**config.mk**
```make
export PLATFORM = sky130hd
export DESIGN_NAME = logic_unit
export DESIGN_NICKNAME = d
export VERILOG_FILES = /design/src/rtl/logic_unit.sv
export SDC_FILE = /design/constraint.sdc
export NUM_CORES = 1
export LEC_CHECK = 0
export ABC_CLOCK_PERIOD_IN_PS = 2200
export BUFFER_PORTS_ARGS = -buffer_cell sky130_fd_sc_hd__buf_2
export CORE_UTILIZATION = 50
export CTS_BUF_LIST = sky130_fd_sc_hd__clkbuf_8 sky130_fd_sc_hd__clkbuf_16
export DETAILED_ROUTE_END_ITERATION = 6
export GPL_TIMING_DRIVEN = 0
export PLACE_DENSITY = 0.76
export SYNTH_ARGS = -nofsm -noshare
export SYNTH_HDL_FRONTEND = slang
export SYNTH_SLANG_ARGS = --single-unit
```
**constraint.sdc**
```tcl
create_clock -name clk -period 2.2 [get_ports clk]
set_clock_uncertainty 0.1 [all_clocks]
set_input_delay 0.33 -clock clk [delete_from_list [all_inputs] [get_ports clk]]
set_output_delay 0.33 -clock clk [all_outputs]
set_load 0.01 [all_outputs]
```
**src/rtl/logic_unit.sv**
```systemverilog
// Two-stage valid/ready bitwise logic unit with result flags and a handshake counter.
// Build option LOGIC_UNIT_REDUCE_EN turns op 111 into an AND-reduction of a (otherwise b passes through).
module logic_unit #(
    parameter int WIDTH = 8
) (
    input  logic             clk,
    input  logic             rst,
    input  logic             in_valid,
    output logic             in_ready,
    input  logic [2:0]       op,
    input  logic [WIDTH-1:0] a,
    input  logic [WIDTH-1:0] b,
    output logic             out_valid,
    input  logic             out_ready,
    output logic [WIDTH-1:0] y,
    output logic             zero,
    output logic             parity,
    output logic [15:0]      done_cnt
);

    logic             v1;
    logic             v2;
    logic [2:0]       op1;
    logic [WIDTH-1:0] a1;
    logic [WIDTH-1:0] b1;
    logic [WIDTH-1:0] y_next;
    logic             ready1;
    logic             ready2;

    assign ready2    = !v2 || out_ready;
    assign ready1    = !v1 || ready2;
    // Reset masks both handshake signals so nothing transfers or counts while rst is high.
    assign in_ready  = ready1 && !rst;
    assign out_valid = v2 && !rst;

    always_comb begin
        y_next = '0;
        case (op1)
            3'b000:  y_next = a1 & b1;
            3'b001:  y_next = a1 | b1;
            3'b010:  y_next = a1 ^ b1;
            3'b011:  y_next = ~(a1 & b1);
            3'b100:  y_next = ~(a1 | b1);
            3'b101:  y_next = ~(a1 ^ b1);
            3'b110:  y_next = ~a1;
            default: begin
`ifdef LOGIC_UNIT_REDUCE_EN
                y_next    = '0;
                y_next[0] = &a1;
`else
                y_next = b1;
`endif
            end
        endcase
    end

    always_ff @(posedge clk) begin
        if (rst) begin
            v1       <= 1'b0;
            v2       <= 1'b0;
            y        <= '0;
            zero     <= 1'b0;
            parity   <= 1'b0;
            done_cnt <= '0;
        end else begin
            if (ready1) begin
                v1 <= in_valid;
                if (in_valid) begin
                    op1 <= op;
                    a1  <= a;
                    b1  <= b;
                end
            end
            if (ready2) begin
                v2 <= v1;
                if (v1) begin
                    y      <= y_next;
                    zero   <= (y_next == '0);
                    parity <= ^y_next;
                end
            end
            if (v2 && out_ready) begin
                done_cnt <= done_cnt + 16'd1;
            end
        end
    end

endmodule

```
==> metrics.md <==
| Metric | Value |
|---|---|
| F_max | `about 420 MHz` |
| Setup violators final | `1` |
| Wire per inst | `about 15 µm` |
| Slew Limit Fails | `0` |
| Die H | `about 75 µm` |
| Clk_lat worst skew | `310 ps` |
| Layout Nets | `~390` |
| CTS Buf Count | `5` |
| Drt drc | `0` |
| Area of the multi-input gates | `1483 µm²` |
| Worst R2R Start | `b1[4]$_DFFE_PP_` |
| Largest net degree at the start of global routing | `20` |
| Sequential Area | `1131 µm²` |
| Io pins | `slightly above 50` |
| #FFs+latches synth | `47` |
| Max clock buf depth | `2` |
| Syn_area_per_cell | `approximately 9.4 µm²` |
| Rows | `26` |
| Power per cell area | `around 540 nW/µm²` |
| Critical-path maximum fanout | `4` |
| Ys Warns | `0` |
| Chip width | `about 75 µm` |
| Worst Tran Pin Value | `approximately 500 ps` |
| Gr usage total | `~23%` |
| Number of fillers in the final layout | `431` |
| Synth cell types | `54` |
| Clock Sinks | `47` |
| Post-route setup slack | `-192.4 ps` |
| First-pass GRT wire length | `9556 µm` |
| Max_cap viols | `0` |
| Synthesized area | `approximately 2700 µm²` |
| Commonest cells after routing, fill and taps aside | `buf_2 (53), dfxtp_1 (28), inv_1 (22), nor2_1 (22), edfxtp_1 (19)` |
| Min-delay worst type | `in -> reg` |
| Tcrit/Tclk final | `108.7%` |
| Yosys top cell by area | `edfxtp_1` |
| Ant diodes | `0` |
| Commonest non-fill, non-tap cell in the layout | `buf_2` |
| Die Footprint | `between 5000 and 6000 µm²` |
| Vias/cell | `5.572` |
| CTS Hold Bufs | `0` |
| Initial antenna violation count | `0` |
| Antenna viol nets, final | `0` |
| EDFF count, synth | `19` |
| Drt initial violations | `156` |
| Kind of critical path | `reg -> reg` |
| Synth Flop Type | `dfxtp_1` |
| Via count of the first global-routing pass | `around 2.1k` |
| Endpoint class of the critical path | `register` |
| Worst Hold Launch | `b[6]` |
| Top cells by area, synth | `edfxtp_1 (21%), dfxtp_1 (21%), ha_1 (9.8%)` |
| Area growth syn-to-layout | `21.97%` |
| GP Congestion | `between 0.8 and 0.9` |
| Post-synthesis async set-or-reset flop share | `0%` |
| Number of port buffers | `49` |
| GR Overflow Total | `0` |
| Worst VDD drop | `between 0.4 and 0.5 mV` |
| Syn nets | `between 300 and 400` |
| Worst Setup Start Kind | `register` |
| Yosys top cell area share | `21.32%` |
| Pre-antenna DRT Iters | `4` |
| Worst EP arrival | `around 2500 ps` |
| Hold slack | `about 92 ps` |
| CP Data Required Time | `about 2300 ps` |
| Final hold vios | `0` |
| Dpl hpwl | `around 4200 µm` |
| Starting density of the core | `a little over half` |
| Max-slew headroom | `between 60% and 70%` |
| Fin crit period | `around 2400 ps` |
| Leakage | `around 1.4 nW` |
| Seq/Total Area, Yosys | `between 40 and 50%` |
| Fraction of layout cells with a size suffix above 1 | `roughly 27%` |
| Via total after detailed routing | `between 2k and 2.5k` |
| Total wire length | `roughly 6000 µm` |
| CTS tree | `yes` |
| Violated checks | `setup timing` |
| RSZ-0062 raised after global routing | `yes` |
| CTS Root Cell | `clkbuf_8` |
| Status | `finished with violations` |
| Pre-CTS setup slack | `-474.6 ps` |
| Core box area | `roughly 5000 µm²` |
| Worst setup path start | `b1[4]$_DFFE_PP_` |
| H-tree depth | `2` |
| Clock transition at path regs | `~80 ps` |
| Cells after Synth | `between 200 and 300` |
-- layout make-up --
type | instances | share of cell area (%)
sequential | 47 | 34.65
clock buffer | 5 | 2.108
clock inverter | 3 | 0.3833
multi-input combinational | 201 | 45.42
timing repair buffer | 59 | 9.812
buffer | 13 | 2.300
inverter | 23 | 2.645
tap | 70 | 2.683
-- worst max-delay path: stages (launching register included) --
cell      delay [ps]
edfxtp_1         410
inv_1            100
ha_4             280
nor4b_2           40
a311o_1          330
a21oi_2          140
o22ai_1          110
ha_1             350
xnor2_2          150
xnor2_1          120
a211oi_1         180
-- state kept, by name (all words and copies together) (netlist names) --
| signal | cells |
|---|---|
| parity | 1 |
| zero | 1 |
| done_cnt | 16 |
| v2 | 1 |
| b1 | 8 |
| y | 8 |
| v1 | 1 |
| op1 | 3 |
| a1 | 8 |
-- worst paths after layout --
check / slack, ps / endpoint / cells past startpoint
max: -190 / parity$_SDFFE_PP0P_ / 10
min: 90 / b1[6]$_DFFE_PP_ / 1
max reg2reg: -190 / parity$_SDFFE_PP0P_ / 10
min reg2reg: 360 / zero$_SDFFE_PP0P_ / 2
-- cell families (layout without fill, tap and decap cells) --
family	after synthesis	in the layout	share of synthesized area [%]
AND/OR/NAND/NOR	102	102	20.71
AO/OA/AOI/OAI	61	61	15.57
flip-flops	47	47	42.26
buffers and inverters	36	103	5.423
adder cells (fa/ha/maj)	21	21	9.818
XOR/XNOR	13	13	4.254
multiplexers	4	4	1.964
-- Yosys cell counts, types with 4 or more instances --
master    instances
nand2b_1          9
or2_1             4
o21ai_0           6
edfxtp_1         19
nand4_1           4
o21ai_1           4
a31o_1            5
and3_1            5
clkbuf_1          9
a21oi_1          14
o22ai_1           7
nor2b_1           6
or3_1             4
ha_1             21
nor2_1           22
dfxtp_1          28
nor3_1            4
xor2_1            6
and2_1            4
inv_1            21
nand3_1           9
xnor2_1           7
nand2_1          17
-- layer usage --
metal	track usage, %	vias up	part of all wire [%]
li1	-	1156	-
met1	28.41	1130	45
met2	39.14	54	49
met3	4.150	6	4.4
met4	7.613	0	1.2
met5	0	-	0
-- per-stage QoR --
step	power (mW)	instances	utilization (%)	setup TNS, ps	instance area (µm²)
global route	1.837	421	63.51	-374.1	3264
global placement	1.220	403	58.54	-579.6	3009
detailed placement	1.229	403	58.54	-680.8	3009
finish	1.765	421	63.51	-192.4	3264
CTS	1.738	416	61.73	-173.5	3173
floorplan	1.151	284	-	-161.5	2676
-- what timing repair did --
item,4_1_cts,5_1_grt
resized for setup,14,17
cloned,0,0
buffers inserted,5,5
pin swaps,2,3
setup endpoints to repair,2,21
-- power by group --
part	internal, mW	switching (mW)	leakage, nW
sequential	0.938	0.0193	0.405
clock	0.214	0.289	0.0505
combinational	0.147	0.158	0.965
total	1.30	0.466	1.42
No activity file was read; power rests on OpenSTA's default activity.
